`config.mk`:
```
export PLATFORM = sky130hd
export DESIGN_NAME = aoi4_selftest_driver
export DESIGN_NICKNAME = d
export VERILOG_FILES = /design/src/rtl/aoi4_test_pkg.sv /design/src/rtl/aoi4_selftest_driver.sv
export SDC_FILE = /design/constraint.sdc
export NUM_CORES = 1
export LEC_CHECK = 0
export BUFFER_PORTS_ARGS = -buffer_cell sky130_fd_sc_hd__buf_2
export CORE_ASPECT_RATIO = 0.9
export CORE_UTILIZATION = 30
export DETAILED_ROUTE_END_ITERATION = 10
export GPL_ROUTABILITY_DRIVEN = 0
export PLACE_DENSITY = 0.51
export SLEW_MARGIN = 20
export SYNTH_ARGS = -nofsm -noshare
export SYNTH_HDL_FRONTEND = slang
export SYNTH_SLANG_ARGS = --single-unit
```
`constraint.sdc`:
```
create_clock -name clk -period 2 [get_ports clk]
set_input_delay 0.4 -clock clk [delete_from_list [all_inputs] [get_ports clk]]
set_output_delay 0.4 -clock clk [all_outputs]
set_load 0.03 [all_outputs]
```
`src/rtl/aoi4_test_pkg.sv`:
```
// ----------------------------------------------------------------------------
// aoi4_test_pkg
// Shared definitions for the AOI4 self-test driver and its bench:
//   - state_e       : sweep FSM encoding (IDLE=0, RUN=1, FINISH=2)
//   - NUM_VECTORS   : number of stimulus vectors in one sweep
//   - LAST_VEC      : index of the final vector
//   - work_t        : working results accumulated during a sweep
//   - aoi4_expected : golden model of Y = ~((A&B)|(C&D)) for vector {A,B,C,D}
// ----------------------------------------------------------------------------
package aoi4_test_pkg;

    typedef enum logic [1:0] {
        IDLE   = 2'd0,
        RUN    = 2'd1,
        FINISH = 2'd2
    } state_e;

    localparam int          NUM_VECTORS = 16;
    localparam logic [3:0]  LAST_VEC    = 4'(NUM_VECTORS - 1);

    // Results gathered while a sweep runs; only published in FINISH.
    typedef struct packed {
        logic [4:0] cnt;    // mismatches seen so far (0..16)
        logic [3:0] first;  // vector index of the first mismatch
        logic       seen;   // a mismatch has been recorded this sweep
    } work_t;

    // v[3]=A, v[2]=B, v[1]=C, v[0]=D
    function automatic logic aoi4_expected(input logic [3:0] v);
        return ~((v[3] & v[2]) | (v[1] & v[0]));
    endfunction

endpackage

```
`src/rtl/aoi4_selftest_driver.sv`:
```
// ----------------------------------------------------------------------------
// aoi4_selftest_driver
// Drives all 16 A/B/C/D combinations into an external AOI4 cell, holds each
// vector SETTLE_CYCLES+1 cycles, samples the cell output on the last cycle of
// each hold and reports pass/fail, mismatch count and first failing vector.
//
// Parameters:
//   SETTLE_CYCLES  extra hold cycles per vector before Y_in is sampled (0..15)
//
// Ports:
//   clk            system clock, rising edge
//   rst_n          asynchronous active-low reset
//   start          one-cycle sweep request, honoured only in IDLE
//   abort          synchronous cancel of a running sweep (no done pulse)
//   Y_in           output of the AOI cell under test
//   A,B,C,D        stimulus bits 3..0 of the current vector (0 when idle)
//   busy           high while the sweep is running
//   done           one-cycle pulse when a sweep completes
//   pass           last completed sweep had zero mismatches
//   fail_count     mismatches in last completed sweep
//   first_fail_vec first mismatching vector of last completed sweep (0 if none)
//
// Handshake: start is a level sampled on each rising edge; it is acted on only
// when the FSM is IDLE (start beats abort there). While RUN, abort forces IDLE
// on the next edge and takes priority over the sample on that edge.
// ----------------------------------------------------------------------------
module aoi4_selftest_driver
    import aoi4_test_pkg::*;
#(
    parameter int unsigned SETTLE_CYCLES = 2
) (
    input  logic       clk,
    input  logic       rst_n,
    input  logic       start,
    input  logic       abort,
    input  logic       Y_in,
    output logic       A,
    output logic       B,
    output logic       C,
    output logic       D,
    output logic       busy,
    output logic       done,
    output logic       pass,
    output logic [4:0] fail_count,
    output logic [3:0] first_fail_vec
);

    localparam logic [3:0] HOLD_LAST = 4'(SETTLE_CYCLES);

    state_e     state_q, state_d;
    logic [3:0] vec_q, vec_d;
    logic [3:0] hold_q, hold_d;
    work_t      work_q, work_d;

    // Registered outputs, computed from next-state values so they line up
    // with the state they describe.
    logic [3:0] abcd_q, abcd_d;
    logic       busy_q, busy_d;
    logic       done_q, done_d;
    logic       pass_q, pass_d;
    logic [4:0] fcnt_q, fcnt_d;
    logic [3:0] ffv_q, ffv_d;

    // ------------------------------------------------------------------
    // State register
    // ------------------------------------------------------------------
    always_ff @(posedge clk or negedge rst_n) begin
        if (!rst_n) begin
            state_q <= IDLE;
            vec_q   <= '0;
            hold_q  <= '0;
            work_q  <= '0;
            abcd_q  <= '0;
            busy_q  <= 1'b0;
            done_q  <= 1'b0;
            pass_q  <= 1'b0;
            fcnt_q  <= '0;
            ffv_q   <= '0;
        end else begin
            state_q <= state_d;
            vec_q   <= vec_d;
            hold_q  <= hold_d;
            work_q  <= work_d;
            abcd_q  <= abcd_d;
            busy_q  <= busy_d;
            done_q  <= done_d;
            pass_q  <= pass_d;
            fcnt_q  <= fcnt_d;
            ffv_q   <= ffv_d;
        end
    end

    // ------------------------------------------------------------------
    // Next-state and output logic
    // ------------------------------------------------------------------
    always_comb begin
        state_d = state_q;
        vec_d   = vec_q;
        hold_d  = hold_q;
        work_d  = work_q;

        case (state_q)
            IDLE: begin
                if (start) begin
                    state_d = RUN;
                    vec_d   = '0;
                    hold_d  = '0;
                    work_d  = '0;
                end
            end

            RUN: begin
                if (abort) begin
                    // Working results are simply left behind; they are
                    // cleared again on the next start.
                    state_d = IDLE;
                    vec_d   = '0;
                    hold_d  = '0;
                end else if (hold_q == HOLD_LAST) begin
                    // Y_in reflects the current vector, which has been
                    // stable for SETTLE_CYCLES+1 cycles by now.
                    hold_d = '0;
                    if (Y_in != aoi4_expected(vec_q)) begin
                        work_d.cnt = work_q.cnt + 5'd1;
                        if (!work_q.seen) begin
                            work_d.seen  = 1'b1;
                            work_d.first = vec_q;
                        end
                    end
                    if (vec_q == LAST_VEC) begin
                        state_d = FINISH;
                    end else begin
                        vec_d = vec_q + 4'd1;
                    end
                end else begin
                    hold_d = hold_q + 4'd1;
                end
            end

            FINISH: begin
                state_d = IDLE;
                vec_d   = '0;
            end

            default: begin
                state_d = IDLE;
                vec_d   = '0;
                hold_d  = '0;
            end
        endcase

        abcd_d = (state_d == RUN) ? vec_d : 4'd0;
        busy_d = (state_d == RUN);
        done_d = (state_d == FINISH);

        // Results are published when FINISH is entered, so they are valid
        // in the same cycle as the done pulse and hold at all other times.
        pass_d = pass_q;
        fcnt_d = fcnt_q;
        ffv_d  = ffv_q;
        if (state_d == FINISH) begin
            pass_d = (work_d.cnt == 5'd0);
            fcnt_d = work_d.cnt;
            ffv_d  = work_d.seen ? work_d.first : 4'd0;
        end
    end

    assign {A, B, C, D}   = abcd_q;
    assign busy           = busy_q;
    assign done           = done_q;
    assign pass           = pass_q;
    assign fail_count     = fcnt_q;
    assign first_fail_vec = ffv_q;

endmodule

```
**Yosys cells after proc, flatten, opt, wreduce, memory -nomap -nowiden**

Cells that the tools add are included.

- Bits of input ports: 5
- ROM bits: 0
- Logic and storage cells: 53
- Bits in writable memories: 0
- Register bits after elaboration: 36
- Memories: 0
- Latch bits: 0

- Reductions and logical operators: 3
- Eq/ne operators: 8
- Add/subtract/negate cells: 3
- Multiplexer cells: 22
- Div/mod/pow operators: 0
- Bitwise gates (word level): 5
- Shifts and indexed selects: 0
- $mul: 0
- Magnitude comparators: 0

Operators with widths:

| cell | number |
|---|---|
| 10-bit two-way mux | 4 |
| 4-bit two-way mux | 9 |
| 10-bit one-hot mux with 2 select lines | 1 |
| 4-bit one-hot mux with 3 select lines | 1 |
| 4-bit by 1-bit adder with 4-bit output, second input constant | 2 |
| 2-bit two-way mux | 4 |
| 4-bit one-hot mux with 2 select lines | 1 |
| 5-bit by 1-bit adder with 5-bit output, second input constant | 1 |
| 5-bit zero test | 1 |
| 5-bit two-way mux | 1 |
| 2-bit by 1-bit equality test with 1-bit output, second input constant | 2 |
| 2-bit equality test, second input constant | 2 |
| 4-bit by 2-bit equality test with 1-bit output, second input constant | 1 |
| 4-bit equality test, second input constant | 1 |
| 2-bit one-hot mux with 2 select lines | 1 |
| 1-bit AND | 2 |
| 2-bit zero test | 1 |
| 2-bit inequality test, second input constant | 1 |
| 1-bit NOT | 2 |
| 2-bit AND reduction | 1 |
| 1-bit inequality test | 1 |
| 1-bit bitwise OR | 1 |

**Depth between registers and ports, before layout**

Gate-level depths: netlist of the first run.

- Depth after elaboration: 9
- Depth in mapped cells: 8
- Mapped depth without buffers: 7

**Least setup slack after synthesis of the first run**

OpenSTA, ideal clock, no wires.

- Path kind: register to register
- From: register hold_q[0]
- To: register pass_q (netlist: pass)
- Setup slack: 0.141 ns
- Library setup time: 0.130 ns
- Stages on the path, launching flop included: 8
- Data arrival time: 1.729 ns
- Data required time: 1.870 ns
- Cell sequence: dfrtp_1 -> inv_1 -> ha_1 -> nor3b_4 -> nand2_4 -> or4_4 -> o211ai_2 -> o31ai_1

- Word-level cells in the longest chain between the ends: 5
- Elaborated cells on any way between the ends: 9
- Classes of those cells: eq/ne: 2; mux: 6; reduce/logical: 1

Ends and longest elaborated chain:

| item | line | source |
|---|---|---|
| from (decl) | aoi4_selftest_driver.sv:52 | `logic [3:0] hold_q, hold_d;` |
| from (signal assigned) | aoi4_selftest_driver.sv:82 | `hold_q <= hold_d;` |
| 4-bit by 2-bit equality test with 1-bit output (*) | aoi4_selftest_driver.sv:119 | `end else if (hold_q == HOLD_LAST) begin` |
| 10-bit two-way mux or 2-bit two-way mux (tied branches) | aoi4_selftest_driver.sv:119 |  |
| 10-bit two-way mux or 2-bit two-way mux (tied branches) | aoi4_selftest_driver.sv:113 | `if (abort) begin` |
| 10-bit one-hot mux with 2 select lines or 2-bit one-hot mux with 2 select lines (tied branches) | aoi4_selftest_driver.sv:102 | `case (state_q)` |
| 5-bit zero test or 2-bit equality test (tied branches) | aoi4_selftest_driver.sv:162, aoi4_selftest_driver.sv:161 |  |
| to (signal assigned) | aoi4_selftest_driver.sv:87 | `pass_q <= pass_d;` |
| to (decl) | aoi4_selftest_driver.sv:60 | `logic pass_q, pass_d;` |

Mark *: on every way between the ends. The rest lies on a longest branch, timed or not.
A chain may end at the register's enable or synchronous reset.

**Worst setup path in the final report of the first run**

- From: register vec_q[0]
- To: register pass_q (netlist: pass)

- Word-level cells in the longest chain between the ends: 9
- Elaborated cells on any way between the ends: 15
- Classes of those cells: eq/ne: 3; mux: 8; bitwise: 3; reduce/logical: 1

Ends and longest elaborated chain:

| item | line | source |
|---|---|---|
| from (decl) | aoi4_selftest_driver.sv:51 | `logic [3:0] vec_q, vec_d;` |
| from (signal assigned) | aoi4_selftest_driver.sv:81 | `vec_q <= vec_d;` |
| 1-bit AND | aoi4_test_pkg.sv:30 | `return ~((v[3] & v[2]) \| (v[1] & v[0]));` |
| 1-bit bitwise OR | aoi4_test_pkg.sv:30 |  |
| 1-bit NOT | aoi4_test_pkg.sv:30 |  |
| 1-bit inequality test | aoi4_selftest_driver.sv:123 | `if (Y_in != aoi4_expected(vec_q)) begin` |
| 10-bit two-way mux | aoi4_selftest_driver.sv:123 |  |
| 10-bit two-way mux | aoi4_selftest_driver.sv:119 |  |
| 10-bit two-way mux | aoi4_selftest_driver.sv:113 |  |
| 10-bit one-hot mux with 2 select lines | aoi4_selftest_driver.sv:102 |  |
| 5-bit zero test | aoi4_selftest_driver.sv:162 | `pass_d = (work_d.cnt == 5'd0);` |

Several ways; a longest one is shown, not always the timed one.

==> run metrics, run 1 <==
Slew headroom approximately 44%; Final setup viols 0; DR pass1 iterations 4; Internal 1.03 mW; Area growth, synth to finish 21.2%; DRC errors left 0; Post-Synthesis Cells approximately 160; # rows 25; status complete, no violations; Clock Path Buffers 2; YS warnings 0; Worst-Margin Slew 0.836 ns; top-area cell type share of the netlist area between 50% and 60%; CTS tree built; RSZ-0062 raised after global routing yes; First DRT Iteration DRCs between 50 and 60; Startpoint Class register; asr flop ratio synth 100%; CP max FO 9; fin. max-slew vios 0; Die ar. 5880 sq um; # diodes 0; Vias per Instance 5.01; core region area around 5300 sq um; cell taking the most area after synthesis dfrtp_1; final worst-path cycle share approximately 93%; worst hold path type primary input to asynchronous set/reset pin; post-synthesis area per instance 10.8 sq um; setup TNS 0 ns; crit path DAT slightly above 2 ns; Chip Width about 81 microns; EDFF count, synth 0; Final min period between 1.5 and 2 ns; most frequent cells in the layout 36 x dfrtp_1, 20 x buf_2, 19 x nand2_1; clk sinks 36; DRT antenna net count 0; commonest non-fill, non-tap cell in the layout dfrtp_1; all-layer global routing usage 13.3%; Max Cap Viol 0; peak supply drop 0.304 mV; Main synth FF type dfrtp_1; sequential share of power around 55%; Finished Core Util between 30% and 40%; register area share after synthesis between 50% and 60%; Sw Share around a quarter; first-pass GRT wire length about 5900 microns; Post-Syn Area ~1700 sq um; leakage power about 0.97 nW; WP data required roughly 2.2 ns; Cell variety after synth between 40 and 50; Fin Hold WS between 0.2 and 0.25 ns; Mapped Nets approximately 160; number of global-route vias before repair approximately 1300; post-placement setup slack 0.120 ns; switching pwr 0.348 mW; Worst Clk Skew between 0.003 and 0.004 ns; CTS clk-pin slew, worst paths about 0.07 ns; total I/O pin count 21; Layout Nets 201; CTS H-tree lvls 2; die height approximately 73 microns; via count around 1300; Wirelength per Cell approximately 14 microns; Worst Setup Slack, final 0.141 ns; Power Density approximately 680 nW/um^2; initial antenna violation count 0; crit end category register; Worst-Skew Late Latency ~0.28 ns; Crit Path Category register to register; Comb power frac 11.3%; DP Wirelength between 2000 and 3000 microns; Synth Register Bits 36; cts bufs inserted 5; layout cells sized above 1 31.1%; largest net degree at the start of global routing 37; Starting Density between 30% and 40%; Final Hold Vio Count 0; Total Routed Length between 3000 and 4000 microns; Peak Freq about 540 MHz; Final Power between 1 and 1.5 mW; clock root cell clkbuf_8; Overflow after GRT 0; port buffer count 20; clock share of power between 30% and 40%; fill count ~540; Synth area leaders dfrtp_1 54%, nand2_1 4.5%, o21ai_0 3.9%; R2R depth 6
-- stage by stage --
stage | instance area [sq um] | instances
final | 2030 | 257
after global routing | 2030 | 257
after CTS | 2000 | 255
after detailed placement | 1930 | 250
after global placement | 1930 | 250
after floorplan | 1670 | 155
-- cell type report --
cell class                      count  area [sq um]  area share, %
Clock buffer                        5          68.8           3.39
Inverter                            3          11.3          0.555
Multi-Input combinational cell    112           758           37.4
Sequential cell                    36           901           44.4
Tap cell                           67          83.8           4.13
Timing Repair Buffer               34           205           10.1
-- critical path: stages, from the launching register on --
cell and delay (ns):
dfrtp_1 0.41, ha_1 0.28, a21oi_2 0.16, xnor2_2 0.17
or4_4 0.53, o211ai_2 0.10, o31ai_1 0.09
-- path summary, 6_finish.rpt --
check                                          startpoint                   endpoint  slack (ns)
worst max-delay path                   vec_q[0]$_DFF_PN0_           pass$_DFFE_PN0P_        0.14
worst min-delay path                                rst_n        work_q[6]$_DFF_PN0_        0.22
worst max register to register         vec_q[0]$_DFF_PN0_           pass$_DFFE_PN0P_        0.14
worst min register to register  fail_count[2]$_DFFE_PN0P_  fail_count[2]$_DFFE_PN0P_        0.50
max in group asynchronous                           rst_n        abcd_q[2]$_DFF_PN0_        1.26
min in group clk                fail_count[2]$_DFFE_PN0P_  fail_count[2]$_DFFE_PN0P_        0.50
-- logic make-up (layout without fill, tap and decap cells) --
| group | count (synthesis) | after routing | share of synthesized area (%) |
|---|---|---|---|
| AOI/OAI and AO/OA | 34 | 34 | 13.0 |
| xor gates and xnor gates | 1 | 1 | 0.973 |
| adders and majority gates | 4 | 4 | 2.99 |
| buffers and inverters | 7 | 42 | 1.72 |
| DFF | 36 | 36 | 53.9 |
| muxes | 7 | 7 | 4.49 |
| and+or+nand+nor | 66 | 66 | 23.0 |
-- flip-flops by register name, summed over array words and instances (netlist names) --
name / flops
abcd_q: 4
busy: 1
done: 1
fail_count: 5
first_fail_vec: 4
hold_q: 4
pass: 1
state_q: 2
vec_q: 4
work_q: 10
-- cell usage after synthesis (2+ instances only) --
library cell and number:
dfrtp_1 36, nand2_1 20, o21ai_0 13, nand3_1 9, nor2_1 8, a31oi_1 7
and2_1 4, ha_1 4, mux2_2 4, a21oi_1 3, inv_1 3, mux2i_1 3
nand3b_1 3, nand4_1 3, nor3_1 3, a22o_1 2, buf_2 2, nor3b_1 2
nor3b_4 2, o21a_1 2
-- power by group through the flow --
stage / registers, mW / clock network (mW) / logic [mW]
after detailed placement: 0.775 / 0 / 0.151
final: 0.760 / 0.461 / 0.156
after global routing: 0.762 / 0.507 / 0.176
after CTS: 0.760 / 0.480 / 0.152
after floorplan: 0.781 / 0 / 0.0798
after global placement: 0.773 / 0 / 0.146
-- per-layer routing --
metal	wire, microns	track usage [%]
met4	39	5.36
met3	143	3.62
met5	0	0
met2	1650	21.2
met1	1680	17.1
-- what timing repair did --
item                                   in CTS  in global routing
setup endpoints to repair                   0                  5
buffers inserted                            0                  2
endpoints found under the hold margin       0                  0
hold buffers                                0                  0
gates resized for setup                     0                  5
Note: power is estimated with default switching activity, not from simulation.
==> run 2, diff against run 1 <==
Settings changed: CTS_BUF_LIST from default to sky130_fd_sc_hd__clkbuf_4, SETUP_SLACK_MARGIN from default to 0.02.
==> run 2 against run 1 <==
Clock power is 26% lower. Non-clock buffer count is 1 higher. Utilization down 0.28 points. First-iteration DRC count rose by 22%. Cell area shrank 0.74%. Global-route usage grew 0.29 points. Hold slack got worse by 0.056 ns. Sequential cell count unchanged. Clock-buffer cell count did not move. Sequential share of layout area increased by 0.33 points. Via count fell by 0.16%. Setup slack lost 0.0091 ns. Largest cell class unchanged. Largest power group unchanged.
==> run metrics, run 2 (synthesis gave the netlist of run 1 again) <==
status complete, no violations; Total Routed Length approximately 3500 microns; setup TNS 0 ns; Area growth, synth to finish 20.3%; Wirelength per Cell 13.8 microns; number of flip-flops in the largest register 10; Starting Density between 30% and 40%; Clock Path Buffers 2; met1 Usage GRT between 10% and 20%; Reg2Reg Launch Point vec_q[0]$_DFF_PN0_; Max Cap Viol 0; Final min period 1.87 ns; clock root cell clkbuf_4; Power Density ~630 nW/um^2; DR pass1 iterations 4; cts bufs inserted 5; commonest non-fill, non-tap cell in the layout dfrtp_1; crit end category register; Worst Clk Skew roughly 0.0055 ns; crit path DAT roughly 2.1 ns; Reg2Reg Setup Slack 0.13 ns; met2 GRT Util 21.9%; Fin Hold WS 0.165 ns; R2R depth 6; RSZ-0062 raised after global routing yes; Slew headroom 44.1%; Startpoint Class register; # diodes 0; initial antenna violation count 0; DP Wirelength 2550 microns; GRT met3 Usage 3.62%; CTS tree built; First DRT Iteration DRCs between 60 and 70; Chip Width approximately 81 microns; clk sinks 36; Worst R2R End pass$_DFFE_PN0P_; most flop-heavy register work_q; via count approximately 1300; Layout Nets slightly above 200; Final setup viols 0; CTS H-tree lvls 2; CTS clk-pin slew, worst paths 0.10 ns; final worst-path cycle share between 90% and 100%; Vias per Instance between 4 and 5; port buffer count 20; CP max FO 9; Worst-Margin Slew 0.838 ns; Worst-Skew Late Latency about 0.32 ns; core region area between 5000 and 6000 sq um; most frequent cells in the layout 36 x dfrtp_1, 20 x buf_2, 19 x nand2_1; Final Hold Vio Count 0; Peak Freq approximately 540 MHz; peak supply drop roughly 0.18 mV; DRC errors left 0; DRT antenna net count 0; Crit Path Category register to register; number of global-route vias before repair roughly 1300; first-pass GRT wire length between 6000 and 7000 microns; die height between 70 and 80 microns; Die ar. 5880 sq um; largest net degree at the start of global routing 37; busiest grt layer met2; worst hold path type primary input to asynchronous set/reset pin; leakage power ~0.97 nW; layout cells sized above 1 between 30 and 40%; Overflow after GRT 0; fin. max-slew vios 0; all-layer global routing usage approximately 14%; total I/O pin count 21; # rows 25; WP data required 2.21 ns
## run 2: cell count changes in the layout (fill, tap and decap cells not counted), sizes merged
cell	previous run	this run
buf	34	35
## run 2: power by group
| part | leakage [nW] | switching (mW) | internal (mW) |
|---|---|---|---|
| Sequential | 0.498 | 0.0156 | 0.744 |
| Clock | 0.0230 | 0.222 | 0.118 |
| Combinational | 0.444 | 0.0988 | 0.0647 |
| Total | 0.965 | 0.337 | 0.927 |
## run 2: metal layers
layer | up-vias | wire, microns
met4 | 0 | 40
li1 | 631 | -
met3 | 4 | 141
met5 | - | 0
met1 | 630 | 1680
met2 | 20 | 1680
## run 2: worst max-delay path by stage
stage                          start                         to  slack, ns  cells past startpoint
3_3_place_gp      vec_q[0]$_DFF_PN0_  fail_count[3]$_DFFE_PN0P_       0.15                      6
5_1_grt           vec_q[0]$_DFF_PN0_  fail_count[3]$_DFFE_PN0P_     0.0007                      6
6_report          vec_q[0]$_DFF_PN0_           pass$_DFFE_PN0P_       0.13                      6
2_1_floorplan  hold_q[0]$_DFFE_PN0P_           pass$_DFFE_PN0P_       0.14                      7
4_1_cts           vec_q[0]$_DFF_PN0_  fail_count[3]$_DFFE_PN0P_       0.06                      6
3_5_place_dp      vec_q[0]$_DFF_PN0_  fail_count[3]$_DFFE_PN0P_       0.12                      6
## run 2: stage by stage
step	utilization [%]	instance area [sq um]	std cells	worst slack, ns	power (mW)
detailed placement	36.3	1930	250	0.120	0.926
floorplan	-	1670	155	0.141	0.860
CTS	37.0	1970	255	0.0622	1.27
global placement	36.3	1930	250	0.154	0.918
finish	37.9	2010	258	0.131	1.26
global route	37.9	2010	258	0.000729	1.34
## run 2: layout make-up
type / instances / area, sq um
fill: 533 / 3300
multi-input combinational: 112 / 763
inverter: 3 / 11.3
timing repair buffer: 35 / 216
clock buffer: 5 / 37.5
sequential: 36 / 901
tap: 67 / 83.8
## run 2: timing repair
item / in CTS / in global routing
setup endpoints to repair: 0 / 14
setup buffers: 0 / 3
hold buffers: 0 / 0
resized for setup: 0 / 8
## run 2: critical path, stage by stage (launching register included)
cell      delay [ns]
dfrtp_1         0.43
ha_1            0.28
a21oi_2         0.16
xnor2_2         0.17
or4_4           0.53
o211ai_2        0.10
o31ai_1         0.09
